`config.mk`:
```
export PLATFORM = sky130hd
export DESIGN_NAME = credential_entry_flat
export DESIGN_NICKNAME = d
export VERILOG_FILES = /design/src/rtl/lock_pkg.sv /design/src/rtl/credential_entry_if.sv /design/src/rtl/idle_timer.sv /design/src/rtl/credential_entry.sv /design/src/flat_wrapper.sv
export SDC_FILE = /design/constraint.sdc
export NUM_CORES = 1
export LEC_CHECK = 0
export CORE_MARGIN = 4
export CORE_UTILIZATION = 53
export CTS_CLUSTER_DIAMETER = 150
export DETAILED_ROUTE_END_ITERATION = 8
export GPL_TIMING_DRIVEN = 0
export PLACE_DENSITY = 0.78
export SLEW_MARGIN = 0
export SYNTH_ARGS = -nofsm -noshare
export SYNTH_HDL_FRONTEND = slang
export SYNTH_HIERARCHICAL = 1
export SYNTH_SLANG_ARGS = --single-unit
```
`constraint.sdc`:
```
create_clock -name clk -period 4.75 [get_ports clk]
set_clock_uncertainty 0.2 [all_clocks]
set_input_delay 0.475 -clock clk [delete_from_list [all_inputs] [get_ports clk]]
set_output_delay 0.475 -clock clk [all_outputs]
set_load 0.1 [all_outputs]
```
`src/rtl/lock_pkg.sv`:
```
// Shared types and sizes for the lock front-end: symbol width, slot counts
// and the entry-progress states derived from the held-symbol count.
package lock_pkg;

    localparam int SYM_W        = 5;
    localparam int NUM_USER_SYM = 4;
    localparam int NUM_PASS_SYM = 4;
    localparam int ENTRY_LEN    = NUM_USER_SYM + NUM_PASS_SYM;

    typedef logic [SYM_W-1:0] sym_t;

    typedef enum logic [1:0] {
        EMPTY = 2'd0,
        USER  = 2'd1,
        PASS  = 2'd2,
        FULL  = 2'd3
    } entry_state_t;

    // Entry progress is a pure function of how many symbols are held.
    function automatic entry_state_t state_of(input logic [3:0] cnt);
        if (cnt == 4'd0)
            return EMPTY;
        else if (cnt < 4'(NUM_USER_SYM))
            return USER;
        else if (cnt < 4'(ENTRY_LEN))
            return PASS;
        else
            return FULL;
    endfunction

endpackage

```
`src/rtl/credential_entry_if.sv`:
```
// Keypad-to-unlocker bundle: keypad strobes in, username/password slots,
// count and status out, plus the derived entry state for observation.
interface credential_entry_if;
    import lock_pkg::*;

    // Handshake: sym_valid, bksp, clear and locker are single-cycle strobes
    // with no ready; the entry stage consumes every strobe on the edge it is
    // high, resolving same-cycle strobes by priority (locker/clear > bksp >
    // sym_valid) and dropping the losers. sym is only meaningful with sym_valid.
    logic         sym_valid;
    sym_t         sym;
    logic         bksp;
    logic         clear;
    logic         locker;

    sym_t         userNameInput0;
    sym_t         userNameInput1;
    sym_t         userNameInput2;
    sym_t         userNameInput3;
    sym_t         passwordInput0;
    sym_t         passwordInput1;
    sym_t         passwordInput2;
    sym_t         passwordInput3;
    logic [3:0]   inputCount;
    logic         entry_full;
    logic         wiped;
    entry_state_t state;

    modport master (
        output sym_valid, sym, bksp, clear, locker,
        input  userNameInput0, userNameInput1, userNameInput2, userNameInput3,
        input  passwordInput0, passwordInput1, passwordInput2, passwordInput3,
        input  inputCount, entry_full, wiped, state
    );

    modport slave (
        input  sym_valid, sym, bksp, clear, locker,
        output userNameInput0, userNameInput1, userNameInput2, userNameInput3,
        output passwordInput0, passwordInput1, passwordInput2, passwordInput3,
        output inputCount, entry_full, wiped, state
    );

endinterface

```
`src/rtl/idle_timer.sv`:
```
// Inactivity timer with two selectable limits; expire is a combinational
// pulse on the cycle the count reaches limit-1, and the count then restarts.
module idle_timer #(
    parameter int CNT_W   = 26,
    parameter int LIMIT_A = 50_000_000,
    parameter int LIMIT_B = 4
) (
    input  logic clk,
    input  logic rst_n,
    input  logic clr,
    input  logic en,
    input  logic sel_b,
    output logic expire
);

    logic [CNT_W-1:0] t_q;
    logic [CNT_W-1:0] lim_m1;

    assign lim_m1 = sel_b ? CNT_W'(LIMIT_B - 1) : CNT_W'(LIMIT_A - 1);
    assign expire = en && !clr && (t_q == lim_m1);

    always_ff @(posedge clk or negedge rst_n) begin
        if (!rst_n)
            t_q <= '0;
        else if (clr || expire)
            t_q <= '0;
        else if (en)
            t_q <= t_q + CNT_W'(1);
    end

endmodule

```
`src/rtl/credential_entry.sv`:
```
// Keypad entry stage: gathers a 4-symbol username then a 4-symbol password,
// with backspace, clear/lock wipe, and auto-wipe on idle or after a full hold.
module credential_entry
    import lock_pkg::*;
#(
    parameter int IDLE_TIMEOUT = 50_000_000,
    parameter int FULL_HOLD    = 4,
    parameter int CNT_W        = 26
) (
    input  logic               clk,
    input  logic               rst_n,
    credential_entry_if.slave  ent
);

    sym_t [0:ENTRY_LEN-1] slots_q, slots_d;
    logic [3:0]           count_q, count_d;
    logic                 wiped_q, wiped_d;
    logic                 full_q;
    entry_state_t         state;
    logic                 do_clr, do_bksp, do_sym;
    logic                 tmr_clr, tmr_en, expire;
    logic [2:0]           del_idx;

    assign state   = state_of(count_q);
    assign del_idx = count_q[2:0] - 3'd1;

    // A bksp strobe wins over sym_valid even at count 0, where it does nothing.
    assign do_clr  = ent.locker || ent.clear;
    assign do_bksp = !do_clr && ent.bksp && (count_q != 4'd0);
    assign do_sym  = !do_clr && !ent.bksp && ent.sym_valid
                     && (count_q < 4'(ENTRY_LEN));

    // Any accepted edit restarts the timer; EMPTY keeps it parked at zero.
    assign tmr_clr = do_clr || do_bksp || do_sym || (state == EMPTY);
    assign tmr_en  = (state != EMPTY);

    idle_timer #(
        .CNT_W   (CNT_W),
        .LIMIT_A (IDLE_TIMEOUT),
        .LIMIT_B (FULL_HOLD)
    ) u_idle_timer (
        .clk    (clk),
        .rst_n  (rst_n),
        .clr    (tmr_clr),
        .en     (tmr_en),
        .sel_b  (state == FULL),
        .expire (expire)
    );

    always_comb begin
        slots_d = slots_q;
        count_d = count_q;
        wiped_d = 1'b0;
        if (do_clr) begin
            slots_d = '0;
            count_d = 4'd0;
        end else if (do_bksp) begin
            slots_d[del_idx] = '0;
            count_d          = count_q - 4'd1;
        end else if (do_sym) begin
            slots_d[count_q[2:0]] = ent.sym;
            count_d               = count_q + 4'd1;
        end else if (expire) begin
            slots_d = '0;
            count_d = 4'd0;
            wiped_d = 1'b1;
        end
    end

    always_ff @(posedge clk or negedge rst_n) begin
        if (!rst_n) begin
            slots_q <= '0;
            count_q <= 4'd0;
            wiped_q <= 1'b0;
            full_q  <= 1'b0;
        end else begin
            slots_q <= slots_d;
            count_q <= count_d;
            wiped_q <= wiped_d;
            full_q  <= (count_d == 4'(ENTRY_LEN));
        end
    end

    assign ent.userNameInput0 = slots_q[0];
    assign ent.userNameInput1 = slots_q[1];
    assign ent.userNameInput2 = slots_q[2];
    assign ent.userNameInput3 = slots_q[3];
    assign ent.passwordInput0 = slots_q[4];
    assign ent.passwordInput1 = slots_q[5];
    assign ent.passwordInput2 = slots_q[6];
    assign ent.passwordInput3 = slots_q[7];
    assign ent.inputCount     = count_q;
    assign ent.entry_full     = full_q;
    assign ent.wiped          = wiped_q;
    assign ent.state          = state;

endmodule

```
`src/flat_wrapper.sv`:
```
// flat-port wrapper written by rule: the top's interface ports become plain ports
module credential_entry_flat import lock_pkg::*;
#(
    parameter int IDLE_TIMEOUT = 50_000_000,
    parameter int FULL_HOLD    = 4,
    parameter int CNT_W        = 26
)
  (clk, rst_n, ent_sym_valid, ent_sym, ent_bksp, ent_clear, ent_locker, ent_userNameInput0, ent_userNameInput1, ent_userNameInput2, ent_userNameInput3, ent_passwordInput0, ent_passwordInput1, ent_passwordInput2, ent_passwordInput3, ent_inputCount, ent_entry_full, ent_wiped, ent_state);
  credential_entry_if ent_i ();
  input  logic clk;
  input  logic rst_n;
  input wire logic [$bits(ent_i.sym_valid)-1:0] ent_sym_valid;
  input wire logic [$bits(ent_i.sym)-1:0] ent_sym;
  input wire logic [$bits(ent_i.bksp)-1:0] ent_bksp;
  input wire logic [$bits(ent_i.clear)-1:0] ent_clear;
  input wire logic [$bits(ent_i.locker)-1:0] ent_locker;
  output wire logic [$bits(ent_i.userNameInput0)-1:0] ent_userNameInput0;
  output wire logic [$bits(ent_i.userNameInput1)-1:0] ent_userNameInput1;
  output wire logic [$bits(ent_i.userNameInput2)-1:0] ent_userNameInput2;
  output wire logic [$bits(ent_i.userNameInput3)-1:0] ent_userNameInput3;
  output wire logic [$bits(ent_i.passwordInput0)-1:0] ent_passwordInput0;
  output wire logic [$bits(ent_i.passwordInput1)-1:0] ent_passwordInput1;
  output wire logic [$bits(ent_i.passwordInput2)-1:0] ent_passwordInput2;
  output wire logic [$bits(ent_i.passwordInput3)-1:0] ent_passwordInput3;
  output wire logic [$bits(ent_i.inputCount)-1:0] ent_inputCount;
  output wire logic [$bits(ent_i.entry_full)-1:0] ent_entry_full;
  output wire logic [$bits(ent_i.wiped)-1:0] ent_wiped;
  output wire logic [$bits(ent_i.state)-1:0] ent_state;
  assign ent_i.sym_valid = ent_sym_valid;
  assign ent_i.sym = ent_sym;
  assign ent_i.bksp = ent_bksp;
  assign ent_i.clear = ent_clear;
  assign ent_i.locker = ent_locker;
  assign ent_userNameInput0 = ent_i.userNameInput0;
  assign ent_userNameInput1 = ent_i.userNameInput1;
  assign ent_userNameInput2 = ent_i.userNameInput2;
  assign ent_userNameInput3 = ent_i.userNameInput3;
  assign ent_passwordInput0 = ent_i.passwordInput0;
  assign ent_passwordInput1 = ent_i.passwordInput1;
  assign ent_passwordInput2 = ent_i.passwordInput2;
  assign ent_passwordInput3 = ent_i.passwordInput3;
  assign ent_inputCount = ent_i.inputCount;
  assign ent_entry_full = ent_i.entry_full;
  assign ent_wiped = ent_i.wiped;
  assign ent_state = ent_i.state;
  credential_entry #(.IDLE_TIMEOUT(IDLE_TIMEOUT), .FULL_HOLD(FULL_HOLD), .CNT_W(CNT_W)) u_core (.clk(clk), .rst_n(rst_n), .ent(ent_i));
endmodule
```
Word level (Yosys, flattened, before mapping)
Index checks and enable logic that the tools add are counted.
{ "op_classes": {"addsub": 4, "mul": 0, "div": 0, "order_cmp": 6, "n_eq_ne": 3, "shift": 0, "mux": 23, "n_bitwise": 4, "n_reduce_logical": 23} }
{ "op_table": {"columns": ["cell", "n"], "rows": [
  ["2-to-1 mux 40 bit", 4],
  ["2-to-1 mux 26 bit", 3],
  ["AND 40 bit", 1],
  ["bitwise mux 40 bit", 1],
  ["inverter 40 bit", 1],
  ["demux 5 bit (select 3 bit)", 2],
  ["adder 26 x 1 -> 26 bit (second input constant)", 1],
  ["equality test 26 bit", 1],
  ["2-to-1 mux 4 bit", 4],
  ["2-to-1 mux 5 bit", 2],
  ["logical AND 1 bit", 9],
  ["greater-or-equal comparator 4 bit (second input constant)", 2],
  ["less-than comparator 4 x 1 -> 1 bit (second input constant)", 2],
  ["inverter 3 -> 4 bit", 2],
  ["nonzero test 4 bit", 2],
  ["logical OR 1 bit", 5],
  ["2-to-1 mux 1 bit", 5],
  ["adder 4 x 1 -> 4 bit (second input constant)", 1],
  ["equality test 4 bit (second input constant)", 1],
  ["logical NOT 4 bit", 1],
  ["less-than comparator 4 x 3 -> 1 bit (second input constant)", 1],
  ["less-than comparator 4 bit (second input constant)", 1],
  ["2-to-1 mux 2 bit", 2],
  ["nonzero test 2 bit", 2],
  ["5 further kinds", 7]
]} }
{ "totals": {"regBits": 72, "latch_bits": 0, "mem_bits_rw": 0, "romBits": 0, "inputBits": 11, "out_inout_bits": 48, "mem_count": 0} }

Longest topological paths before layout
{ "depth": {"depth_word": 15, "mapped_depth": 12} }

Cells and area by module
The synthesis kept the hierarchy.
{ "by_module_without_submodules": {"columns": ["mod", "n_inst", "cells_per_inst", "area_each_um2"], "rows": [
  ["credential_entry", 1, 170, 2067.0],
  ["idle_timer", 1, 154, 1495.2]
]} }

Worst setup path after synthesis
No wires, ideal clock.
{ "synth_timing": {"path_type": "register to register", "from": "register u_core.count_q[1], in the netlist u_core/ent.inputCount[1]", "to": "register u_core.slots_q, in the netlist u_core/ent.passwordInput0[0]", "setup_ns": 0.123, "t_arrival_ns": 4.147, "required_time_ns": 4.427, "setup_slack_ns": 0.280, "path_stages_with_launch": 13, "n_path_buf": 1, "synth_period_minus_slack_ns": 4.470, "cell_sequence": "dfrtp_1 -> inv_1 -> ha_1 -> or3b_1 -> nand2_1 -> or4_1 -> or4_4 -> a2111oi_4 -> buf_6 -> o21ai_1 -> nand2_2 -> o22ai_2 -> a22o_1"} }
{ "synth_between": {"elab_cells_between_ends": 40, "classes_between": "1 x add/sub; 6 x order compare; 2 x eq/ne; 12 x mux; 4 x bitwise; 15 x reduce/logical"} }
{ "synth_lines": {"columns": ["element", "line_no", "rtl"], "rows": [
  ["from (decl)", "credential_entry.sv:16", "logic [3:0] count_q, count_d;"],
  ["from (signal assigned)", "credential_entry.sv:78", "count_q <= count_d;"],
  ["less-than comparator 4 bit", "lock_pkg.sv:25", "else if (cnt < 4'(ENTRY_LEN))"],
  ["2-to-1 mux 1 bit", "lock_pkg.sv:25", null],
  ["2-to-1 mux 2 bit", "lock_pkg.sv:23", "else if (cnt < 4'(NUM_USER_SYM))"],
  ["2-to-1 mux 2 bit (*)", "lock_pkg.sv:21", "if (cnt == 4'd0)"],
  ["nonzero test 2 bit (*)", "credential_entry.sv:35", "assign tmr_en = (state != EMPTY);"],
  ["net u_core.tmr_en", "credential_entry.sv:21", "logic tmr_clr, tmr_en, expire;"],
  ["logical AND 1 bit (*) (2 in a row)", "idle_timer.sv:20", "assign expire = en && !clr && (t_q == lim_m1);"],
  ["net u_core.expire", "credential_entry.sv:21", null],
  ["nonzero test 4 bit (no line) (*)", null, null],
  ["to (signal assigned)", "credential_entry.sv:77", "slots_q <= slots_d;"],
  ["to (decl)", "credential_entry.sv:15", "sym_t [0:ENTRY_LEN-1] slots_q, slots_d;"]
]} }
The timed path passes the listed nets; every way through them passes the cells marked *.
A chain may end at the register's enable or synchronous reset.

Worst setup path after layout
{ "layout_timing": {"from": "register u_core.count_q[1], in the netlist u_core/ent.inputCount[1]", "to": "register u_core.slots_q, in the netlist u_core/ent.passwordInput1[1]"} }
Same word-level chain as after synthesis.

==> reports/results.txt <==
The flow ran to the end, and the final reports show no timing, DRC or antenna violations. The final-report hold violation count came out at 0. Setup violations remaining at the end of the flow were counted as 0. The number of buffer cells added on primary ports is 53. In the routed layout, each cell is associated on average with a via count of 6.30. The shortest clock period the worst path allows after layout works out to 4.49 ns. Sorting the synthesized cells by area gives the leading types as sky130_fd_sc_hd__dfrtp_1, sky130_fd_sc_hd__a22o_1, sky130_fd_sc_hd__o22ai_2.

The share of post-route cells with drive strength above 1 came out at 11.5%. The mapped netlist covers 0.00356 mm^2. For the worst hold slack after final layout, the log shows 0.0341 ns. The multi-input combinational cells in the finished layout cover a total of 0.00164 mm^2.

The die span in x works out to 90.0 um. Once the floorplan was initialized, standard cells occupied 55.5% of the core. 59 I/O pins were placed. The tools report the max capacitance violation total as 0. A synthesized cell averages 11.0 um^2. The clock net in this run drives a total of 72 sinks.

The post-route fraction of the period consumed by the critical path is 94.5%, and the number of unique standard cell types used by synthesis is 56. After global routing the overflow that remains totals 0. When the netlist entered floorplanning its net count stood at 338. Setup repair after global routing left no endpoint under its margin. The tools report the number of design rule violations left after detail routing as 0.

Summed over all instances, the cell type with the most area after synthesis is sky130_fd_sc_hd__dfrtp_1. The tools report the global-route wire length before repair as 14300 um. The logs give 0 for the number of instances resized during post-cts repair and 402 for the number of nets in the layout.

STA classifies the critical path endpoint as a flip-flop. Summed over all nets, the half-perimeter wirelength after detailed placement is 6210 um. The cell count after synthesis came out at 324. STA classifies the critical path startpoint as a flip-flop. The run gives 0 as the buffer count from post-CTS setup fixing. Data arrives at the worst endpoint at 4.52 ns. The run gives 0 as the count of pins over their slew limit. The total iterations of the first detailed-routing run is 4, and the slew of the pin with the lowest slew margin is 1.01 ns. For the worst-case clock buffer depth, the log shows 2. The detailed-route wire length was 8780 um. Flip-flop and latch count after synthesis: 72. At the later pin of the worst-skew pair, clock insertion delay measures 0.35 ns. The run gives 0 as the post-detailed-route count of antenna-violating nets.

The worst register-to-register path has a setup slack of 0.26 ns. For this run, the number of Yosys warnings is 6. The clock root buffer was sky130_fd_sc_hd__clkbuf_8. Hold repair after CTS inserted 0 buffers. Timing would allow up to 223 MHz.

Setup total negative slack on the finished layout was measured at 0 ns. Via total after detailed routing: 2959. The height of the die is 90.0 um, and the sequential element share of the synthesized area is 50.6%.

In this run the worst path has a maximum fanout of 14. The tools report the number of CTS-inserted buffers as 9. For the worst setup path, the data required time is 4.78 ns. Leading register cell type out of synthesis: sky130_fd_sc_hd__dfrtp_1. In this run, the number of DRC markers left after iteration 0 of detailed routing was 217. The ratio of total power to cell area was 267 mW/mm^2; the worst relative slew slack was 32.5%. The area growth from synthesis to layout is 22.7%.

The logs give 0 for the number of antenna violations at the first check in global routing and 22.0% for the total routing resource utilization after global routing. The share of the core filled with cells was 68.1%. The area of the core is 0.00642 mm^2, and the clock transition time at the flip-flop clock pins of the worst setup and hold paths is 0.08 ns. 0 antenna diodes ended up in the layout. VDD sags by at most 159 uV.

The largest net degree at the start of global routing was 73. CTS built an H-tree with a depth of 3. Number of enable flip-flop cells after synthesis: 0. The global placement routability congestion is 0.885.

In this run the core area contains 29 standard-cell rows. Summing all flip-flop and latch instances after layout gives 0.00180 mm^2. Worst setup path startpoint: u_core/ent.inputCount[1]. The tightest min-delay check is of the primary input to async pin type. The floorplan step defined a die boundary enclosing 0.00810 mm^2. TritonCTS built the clock tree. For this run, asynchronously set or reset flops after synthesis account for 100%. The worst register-to-register path begins at u_core/ent.inputCount[1]. The layout has 485 filler cells. The number of global-route vias before repair is 2783. The average routed wire per standard cell was 18.7 um.

By startpoint and endpoint, the worst setup path is classified as flip-flop to flip-flop. Area fraction of the dominant cell type after synthesis: 50.6%. For the leakage power total, the log shows 1.77 nW.
critical path, cell delays in order (launching register included):
cell and delay, ns:
sky130_fd_sc_hd__dfrtp_1 0.58, sky130_fd_sc_hd__inv_1 0.16, sky130_fd_sc_hd__ha_1 0.29, sky130_fd_sc_hd__or3b_1 0.39, sky130_fd_sc_hd__nand2_1 0.16, sky130_fd_sc_hd__or4_1 0.42, sky130_fd_sc_hd__or4_4 0.50, sky130_fd_sc_hd__a2111oi_4 0.61
sky130_fd_sc_hd__buf_6 0.26, sky130_fd_sc_hd__o21ai_1 0.12, sky130_fd_sc_hd__nand2_2 0.23, sky130_fd_sc_hd__o22ai_2 0.20, sky130_fd_sc_hd__a22o_1 0.23
Yosys cell counts (2+ instances only):
master                      n
sky130_fd_sc_hd__dfrtp_1   72
sky130_fd_sc_hd__a22o_1    40
sky130_fd_sc_hd__nor2_1    21
sky130_fd_sc_hd__nand2_1   17
sky130_fd_sc_hd__nand3_1   16
sky130_fd_sc_hd__nor3_1    11
sky130_fd_sc_hd__xor2_1    10
sky130_fd_sc_hd__a211oi_1   9
sky130_fd_sc_hd__o21ai_0    8
sky130_fd_sc_hd__o22ai_2    8
sky130_fd_sc_hd__nand4_1    7
sky130_fd_sc_hd__buf_1      6
sky130_fd_sc_hd__inv_1      6
sky130_fd_sc_hd__or4_1      6
sky130_fd_sc_hd__clkbuf_1   5
sky130_fd_sc_hd__nor4_1     5
sky130_fd_sc_hd__o31ai_1    5
sky130_fd_sc_hd__or3_1      5
sky130_fd_sc_hd__xnor2_1    5
sky130_fd_sc_hd__a21oi_1    4
sky130_fd_sc_hd__and3_1     4
sky130_fd_sc_hd__and4_1     4
sky130_fd_sc_hd__ha_1       3
sky130_fd_sc_hd__nor2_4     3
sky130_fd_sc_hd__nor2b_1    3
sky130_fd_sc_hd__and4_2     2
sky130_fd_sc_hd__buf_2      2
sky130_fd_sc_hd__buf_6      2
sky130_fd_sc_hd__mux2_2     2
sky130_fd_sc_hd__nand4b_1   2
sky130_fd_sc_hd__nor3b_1    2
sky130_fd_sc_hd__nor4b_1    2
sky130_fd_sc_hd__or2_1      2
sky130_fd_sc_hd__or3b_1     2
sky130_fd_sc_hd__or4_4      2
stage by stage:
step | instances | power [mW] | instance area [um^2] | setup slack [ns]
3_3_place_gp | 454 | 0.721 | 4190 | 0.246
5_1_grt | 470 | 1.21 | 4370 | 0.0782
3_5_place_dp | 454 | 0.721 | 4190 | 0.254
4_1_cts | 470 | 1.18 | 4370 | 0.289
6_report | 470 | 1.17 | 4370 | 0.262
2_1_floorplan | 324 | 0.687 | 3560 | 0.280
layout by cell type (no fill, tap or decap), types with 3 or more instances in the layout:
cell,Yosys,final
sky130_fd_sc_hd__a22o_1,40,40
sky130_fd_sc_hd__xor2_1,10,10
sky130_fd_sc_hd__ha_1,3,3
sky130_fd_sc_hd__dfrtp_1,72,72
sky130_fd_sc_hd__o21ai_0,8,8
sky130_fd_sc_hd__nor2_1,21,21
sky130_fd_sc_hd__or4_1,6,6
sky130_fd_sc_hd__nand4_1,7,7
sky130_fd_sc_hd__nand2_1,17,17
sky130_fd_sc_hd__clkbuf_1,5,5
sky130_fd_sc_hd__and3_1,4,4
sky130_fd_sc_hd__nor3_1,11,11
sky130_fd_sc_hd__xnor2_1,5,5
sky130_fd_sc_hd__a211oi_1,9,9
sky130_fd_sc_hd__inv_1,6,6
sky130_fd_sc_hd__and4_1,4,4
sky130_fd_sc_hd__inv_6,0,3
sky130_fd_sc_hd__nor2b_1,3,3
sky130_fd_sc_hd__a21oi_1,4,4
sky130_fd_sc_hd__o31ai_1,5,5
sky130_fd_sc_hd__nand3_1,16,16
sky130_fd_sc_hd__o22ai_2,8,8
sky130_fd_sc_hd__clkbuf_8,0,9
sky130_fd_sc_hd__clkdlybuf4s50_1,0,52
sky130_fd_sc_hd__or3_1,5,5
sky130_fd_sc_hd__buf_1,6,6
sky130_fd_sc_hd__nor4_1,5,5
sky130_fd_sc_hd__nor2_4,3,3
cell families (layout without fill, tap and decap cells):
kind of cell / count (synthesis) / after routing / synth area share, %
simple gates: 124 / 124 / 20.8
compound gates: 83 / 83 / 19.7
flops: 72 / 72 / 50.6
buf+inv: 24 / 93 / 3.30
xor+xnor: 15 / 15 / 3.69
fa+ha+maj: 3 / 3 / 1.05
mux: 3 / 3 / 0.913
cell type report:
class                   instances  share of cell area [%]
clock inverters                 7                    1.40
well taps                      77                    2.20
clock buffers                   9                    2.83
inverters                       6                   0.515
repair buffers                 53                    12.1
flip-flops and latches         72                    41.2
plain buffers                  18                    2.18
multi-input cells             228                    37.6
power by group:
group | leakage (nW) | switching [mW] | internal [mW] | total [mW]
Sequential | 1.01 | 0.00255 | 0.614 | 0.617
Combinational | 0.678 | 0.0681 | 0.0244 | 0.0925
Clock | 0.0888 | 0.257 | 0.199 | 0.456
Total | 1.77 | 0.328 | 0.838 | 1.17
state kept, by name, summed over array words and instances (netlist names):
signal and flops:
u_core/ent.userNameInput0 5, u_core/ent.inputCount 4, u_core/ent.userNameInput3 5, u_core/ent.userNameInput2 5, u_core/ent.wiped 1, u_core/ent.passwordInput0 5, u_core/ent.entry_full 1, u_core/ent.userNameInput1 5
u_core/ent.passwordInput1 5, u_core/ent.passwordInput3 5, u_core/u_idle_timer/t_q 26, u_core/ent.passwordInput2 5
routing by layer:
| metal | GRT usage (%) | routed length [um] | vias to the layer above |
|---|---|---|---|
| li1 | - | - | 1360 |
| met1 | 30.0 | 3910 | 1487 |
| met2 | 35.0 | 4300 | 97 |
| met3 | 3.76 | 447 | 15 |
| met4 | 9.18 | 121 | 0 |
| met5 | 0 | 0 | - |
final timing paths:
path                                           endpoint  cells after the start
min in group clk           u_core/ent.userNameInput3[1]                      1
setup reg to reg           u_core/ent.passwordInput1[1]                     12
max in group asynchronous   u_core/u_idle_timer/t_q[12]                      1
setup / recovery           u_core/ent.passwordInput1[1]                     12
hold / removal                         u_core/ent.wiped                      1
hold reg to reg            u_core/ent.userNameInput3[1]                      1
No activity file was read; power rests on OpenSTA's default activity.
